--- src/rtl/ntt_butterfly_pipe_pkg.sv ---
// Shared definitions for the Z_q butterfly pipeline (q = 3329).
//   - modulus / width / Barrett constants
//   - per-beat mode encoding
//   - stage payload structs
//   - single-correction modular add/sub helpers for operands in [0, Q-1]
package ntt_butterfly_pipe_pkg;

  localparam int unsigned Q         = 3329;
  localparam int unsigned W         = 12;
  localparam int unsigned BARRETT_K = 24;
  localparam int unsigned BARRETT_M = 5039;   // floor(2^24 / Q)
  localparam int unsigned PW        = 2 * W;  // product width

  typedef enum logic {
    MODE_NTT  = 1'b0,
    MODE_INTT = 1'b1
  } mode_e;

  // S1: x = a (NTT) or s (INTT); y = b (NTT) or d (INTT)
  typedef struct packed {
    mode_e         mode;
    logic [W-1:0]  x;
    logic [W-1:0]  y;
    logic [W-1:0]  w;
  } s1_t;

  // S2: product waiting for reduction
  typedef struct packed {
    mode_e         mode;
    logic [W-1:0]  x;
    logic [PW-1:0] p;
  } s2_t;

  // S3: reduced product
  typedef struct packed {
    mode_e         mode;
    logic [W-1:0]  x;
    logic [W-1:0]  r;
  } s3_t;

  function automatic logic [W-1:0] mod_add(input logic [W-1:0] a, input logic [W-1:0] b);
    logic [W:0] s;
    s = {1'b0, a} + {1'b0, b};
    if (s >= (W+1)'(Q)) s = s - (W+1)'(Q);
    return s[W-1:0];
  endfunction

  function automatic logic [W-1:0] mod_sub(input logic [W-1:0] a, input logic [W-1:0] b);
    logic [W:0] d;
    d = {1'b0, a} - {1'b0, b};
    // wrap-around of the 13-bit difference is harmless: adding Q brings the
    // low bits back into [1, Q-1]
    if (a < b) d = d + (W+1)'(Q);
    return d[W-1:0];
  endfunction

endpackage

--- src/rtl/ntt_butterfly_pipe_barrett_reduce_q.sv ---
// Combinational Barrett reduction of a 24-bit product modulo Q.
//   p : product, p < 2^24
//   r : p mod Q, in [0, Q-1]
// The quotient estimate is at most one short, so r = p - t*Q lies in
// [0, 2Q) and fits 13 bits; only the low 13 bits of p and t*Q are needed.
module barrett_reduce_q
  import ntt_butterfly_pipe_pkg::*;
(
  input  logic [PW-1:0] p,
  output logic [W-1:0]  r
);

  localparam int unsigned MW  = 13;        // width of BARRETT_M
  localparam int unsigned PMW = PW + MW;

  logic [PMW-1:0] pm;
  logic [W:0]     t;
  logic [W:0]     tq;
  logic [W:0]     r_raw;
  logic [W:0]     r_fix;

  always_comb begin
    pm    = PMW'(p) * PMW'(BARRETT_M);
    t     = (W+1)'(pm >> BARRETT_K);
    tq    = (W+1)'(t * (W+1)'(Q));
    r_raw = p[W:0] - tq;
    r_fix = (r_raw >= (W+1)'(Q)) ? r_raw - (W+1)'(Q) : r_raw;
    r     = r_fix[W-1:0];
  end

endmodule

--- src/rtl/ntt_butterfly_pipe.sv ---
// Pipelined modular butterfly over Z_3329, 4 register stages, 1 beat/cycle.
//   in_valid/in_ready/in_a/in_b/in_w/NTT_INTT_sel : input beat
//     NTT_INTT_sel = 0 : a' = a + w*b, b' = a - w*b            (CT)
//     NTT_INTT_sel = 1 : a' = a + b,   b' = (a - b) * w        (GS)
//   out_valid/out_ready/out_a/out_b                : output beat
// Flow control is a global stall: when the output beat is not taken, every
// stage holds and in_ready drops combinationally.
module ntt_butterfly_pipe
  import ntt_butterfly_pipe_pkg::*;
(
  input  logic         clk,
  input  logic         rst_n,
  input  logic         in_valid,
  output logic         in_ready,
  input  logic [W-1:0] in_a,
  input  logic [W-1:0] in_b,
  input  logic [W-1:0] in_w,
  input  logic         NTT_INTT_sel,
  output logic         out_valid,
  input  logic         out_ready,
  output logic [W-1:0] out_a,
  output logic [W-1:0] out_b
);

  localparam int STAGES = 4;

  logic              stall;
  logic [STAGES:1]   vld_pipe_q, vld_pipe_d;
  s1_t               s1_q, s1_d;
  s2_t               s2_q, s2_d;
  s3_t               s3_q, s3_d;
  logic [W-1:0]      out_a_q, out_a_d;
  logic [W-1:0]      out_b_q, out_b_d;
  logic [W-1:0]      r_red;
  mode_e             in_mode;

  assign stall     = vld_pipe_q[STAGES] & ~out_ready;
  assign in_ready  = ~stall;
  assign out_valid = vld_pipe_q[STAGES];
  assign out_a     = out_a_q;
  assign out_b     = out_b_q;
  assign in_mode   = mode_e'(NTT_INTT_sel);

  barrett_reduce_q u_red (
    .p (s2_q.p),
    .r (r_red)
  );

  always_comb begin
    vld_pipe_d = vld_pipe_q;
    s1_d       = s1_q;
    s2_d       = s2_q;
    s3_d       = s3_q;
    out_a_d    = out_a_q;
    out_b_d    = out_b_q;
    if (!stall) begin
      // bubbles enter as valid=0; data regs still advance, values unused
      vld_pipe_d = {vld_pipe_q[STAGES-1:1], in_valid};

      s1_d.mode  = in_mode;
      s1_d.x     = (in_mode == MODE_INTT) ? mod_add(in_a, in_b) : in_a;
      s1_d.y     = (in_mode == MODE_INTT) ? mod_sub(in_a, in_b) : in_b;
      s1_d.w     = in_w;

      s2_d.mode  = s1_q.mode;
      s2_d.x     = s1_q.x;
      s2_d.p     = PW'(s1_q.w) * PW'(s1_q.y);

      s3_d.mode  = s2_q.mode;
      s3_d.x     = s2_q.x;
      s3_d.r     = r_red;

      out_a_d    = (s3_q.mode == MODE_NTT) ? mod_add(s3_q.x, s3_q.r) : s3_q.x;
      out_b_d    = (s3_q.mode == MODE_NTT) ? mod_sub(s3_q.x, s3_q.r) : s3_q.r;
    end
  end

  always_ff @(posedge clk or negedge rst_n) begin
    if (!rst_n) begin
      vld_pipe_q <= '0;
      s1_q       <= '0;
      s2_q       <= '0;
      s3_q       <= '0;
      out_a_q    <= '0;
      out_b_q    <= '0;
    end else begin
      vld_pipe_q <= vld_pipe_d;
      s1_q       <= s1_d;
      s2_q       <= s2_d;
      s3_q       <= s3_d;
      out_a_q    <= out_a_d;
      out_b_q    <= out_b_d;
    end
  end

endmodule

--- config.mk ---
export PLATFORM = sky130hd
export DESIGN_NAME = ntt_butterfly_pipe
export DESIGN_NICKNAME = d
export VERILOG_FILES = /design/src/rtl/ntt_butterfly_pipe_pkg.sv /design/src/rtl/ntt_butterfly_pipe_barrett_reduce_q.sv /design/src/rtl/ntt_butterfly_pipe.sv
export SDC_FILE = /design/constraint.sdc
export NUM_CORES = 1
export LEC_CHECK = 0
export ABC_AREA = 1
export CAP_MARGIN = 20
export CORE_ASPECT_RATIO = 0.75
export CORE_MARGIN = 4
export CORE_UTILIZATION = 45
export DETAILED_ROUTE_END_ITERATION = 8
export MAX_ROUTING_LAYER = met4
export PLACE_DENSITY = 0.59
export SLEW_MARGIN = 20
export SYNTH_ARGS = -nofsm -noshare
export SYNTH_HDL_FRONTEND = slang
export SYNTH_SLANG_ARGS = --single-unit
export TNS_END_PERCENT = 20
--- constraint.sdc ---
create_clock -name clk -period 10.85 [get_ports clk]
set_input_delay 2.7125 -clock clk [delete_from_list [all_inputs] [get_ports clk]]
set_output_delay 2.7125 -clock clk [all_outputs]
set_load 0.02 [all_outputs]
==> metrics.yaml <==
finalHoldViolations: 0
cts_max_path_buffers: 2
numCtsBuffers: 17
dr.first_iter.drc_count: 1181
worstPathMaxFanout: 12
cts_htree_levels: 4
yosys.cell_types.count: 56
drive_gt1_share_pct: 3.48
start_kind: "flip-flop"
max_slew_margin_pct: 44.9
maxCapViolCount: 0
antenna_found_initial: 2
hold_buffers: 0
grt_max_degree: 79
core_area_sq_um: 46000
synthCells: 2820
syn-cell-area_sq_um: 21000
final.fill_count: 4642
crit_required_ns: 11.19
grt_pass1_vias: 17500
fin_tns_setup_ns: 0
crit_top_cell: "nand2_1"
crit_end: "s3_q[7]"
finalCriticalPeriod_ns: 9.42
wl_um: 59400
grt_setup_unrepaired: "no"
clock-sinks: 127
dpl.hpwl_um: 49100
port_buffers: 66
drc: 0
clock_latency_ns: 0.45
gr-total-overflow: 0
max_stage_delay_ns: 0.65
num_rows: 68
r2r_start: "s2_q[5]"
endpoint_kind: "flip-flop"
synthArstFlopShare_pct: 100
nets: 3382
ys_warn_count: 0
arrival_ns: 9.75
r2r_end: "s3_q[7]"
cts_tree: "built"
crit_path_top_delay_cell: "dfrtp_1"
drv_slew: 0
r2r_setup_slack_ns: 1.43
ys_seq_elements: 127
clkSlewWorstSetupHoldPaths_ns: 0.07
clock.fmax_mhz: 106
fin_crit_sh_pct: 86.8
synth_ff_type: "dfrtp_1"
worstSetupStartpoint: "s2_q[5]"
syn_nets: 3370
vias: 17600
crit_type: "reg2reg"
die_w_um: 257
register_area_sq_um: 3180
drt_pre_antenna_iters: 5
ys_seq_area_share_pct: 15.1
synth_edf_count: 0
hold_path_class: "reg2reg"
syn2layout_area_growth_pct: 8.38
initial_core_util_pct: 45.6
ff2ff_path_depth: 49
post_cts_buffers: 0
avgSynthCellArea_sq_um: 7.45
multi_input_area_sq_um: 15300
die-area_sq_um: 50200
worst_slew_pin_slew_ns: 0.827
vias_per_cell: 5.07
root_buffer: "clkbuf_16"
die_y_um: 195
status: "complete, no violations"
grt_pass1_wl_um: 96200
gp_congestion: 0.947
skew_ns: 0.0140
grt_usage_pct: 24.8
ios: 67
wl_per_cell_um: 17.1
ant_nets: 0
finalSetupViolations: 0
ctsResizeCount: 0
-- state kept, by name (all words and copies together) (netlist names) --
signal / count
s2_q: 37
s3_q: 25
out_a: 12
vld_pipe_q: 4
out_b: 12
s1_q: 37
-- Yosys cell counts, drive strengths merged (23+ instances only) --
| library cell | n | share of area, % |
|---|---|---|
| nand2 | 794 | 14 |
| inv | 566 | 10 |
| ha | 273 | 16 |
| fa | 236 | 22 |
| nand3 | 152 | 3.7 |
| nor2 | 135 | 2.6 |
| o21ai | 130 | 3.1 |
| dfrtp | 127 | 15 |
| a21oi | 114 | 2.9 |
| xor2 | 63 | 2.9 |
| clkbuf | 59 | 1.1 |
| nand4 | 42 | 1.3 |
| nor3 | 23 | 0.55 |
-- critical path, delay by kind of cell, from the launching register on --
family	cells	cell delay (ns)
simple gates	24	2.83
compound gates	3	0.50
fa+ha+maj	10	4.15
flops	1	0.65
buf+inv	10	0.66
xor+xnor	2	0.56
-- metrics by stage --
step | worst slack (ns) | instances | util, % | instance area (sq um) | hold WS, ns
2_1_floorplan | 2.79 | 2820 | - | 21000 | 0.440
3_3_place_gp | 1.69 | 3443 | 48.1 | 22200 | 0.458
3_5_place_dp | 1.52 | 3443 | 48.1 | 22200 | 0.448
4_1_cts | 1.45 | 3475 | 49.4 | 22800 | 0.471
5_1_grt | 0.636 | 3477 | 49.4 | 22800 | 0.499
6_report | 1.43 | 3478 | 49.5 | 22800 | 0.466
-- how the worst min path moves through the flow --
stage	from	to	slack (ns)	depth (start not counted)
after floorplan	vld_pipe_q[3]	vld_pipe_q[4]	0.44	1
after global placement	s2_q[27]	s3_q[15]	0.46	2
after detailed placement	vld_pipe_q[3]	vld_pipe_q[4]	0.45	1
after CTS	vld_pipe_q[3]	vld_pipe_q[4]	0.47	1
after global routing	s2_q[27]	s3_q[15]	0.50	2
final	vld_pipe_q[3]	vld_pipe_q[4]	0.47	1
-- per-layer routing --
| layer | GRT usage [%] | wire [um] | up-vias |
|---|---|---|---|
| li1 | - | - | 8749 |
| met1 | 36.8 | 29900 | 8397 |
| met2 | 34.8 | 24600 | 425 |
| met3 | 4.73 | 3660 | 62 |
| met4 | 5.94 | 1260 | 0 |
| met5 | - | 0 | - |
-- final cells by class --
cell class | instances | share of cell area [%]
multi-input combinational | 2045 | 67.4
sequential | 127 | 14.0
inverter | 568 | 9.37
tap | 630 | 3.46
timing repair buffer | 73 | 3.14
clock buffer | 17 | 1.87
clock inverter | 15 | 0.748
antenna | 3 | 0.0330
-- logic make-up after synthesis --
| group | after synthesis | synth area share, % |
|---|---|---|
| AND/OR/NAND/NOR | 1161 | 22.9 |
| XOR/XNOR | 78 | 3.54 |
| flip-flops | 127 | 15.1 |
| buffers and inverters | 648 | 11.8 |
| AO/OA/AOI/OAI | 297 | 7.87 |
| adder cells (fa/ha/maj) | 509 | 38.8 |
-- placed cells by master (no fill, tap or decap), types with 3 or more instances in the layout --
master	n
a21o_1	8
a21oi_1	108
a21oi_2	4
a31oi_1	10
buf_4	7
clkbuf_16	17
clkdlybuf4s50_1	65
clkinv_2	3
dfrtp_1	127
diode_2	3
fa_1	236
ha_1	273
inv_1	545
inv_2	21
inv_6	7
nand2_1	789
nand2_2	5
nand3_1	149
nand4_1	41
nor2_1	126
nor2_2	6
nor2_4	3
nor3_1	23
o2111ai_1	4
o21a_1	4
o21ai_0	109
o21ai_1	20
o21bai_1	8
o221ai_1	3
o22ai_1	7
or2_2	4
xnor2_1	15
xor2_1	58
xor2_2	3
Power is not shown: default switching activity piles up to over one toggle a cycle in this logic, so the estimate is an artifact.
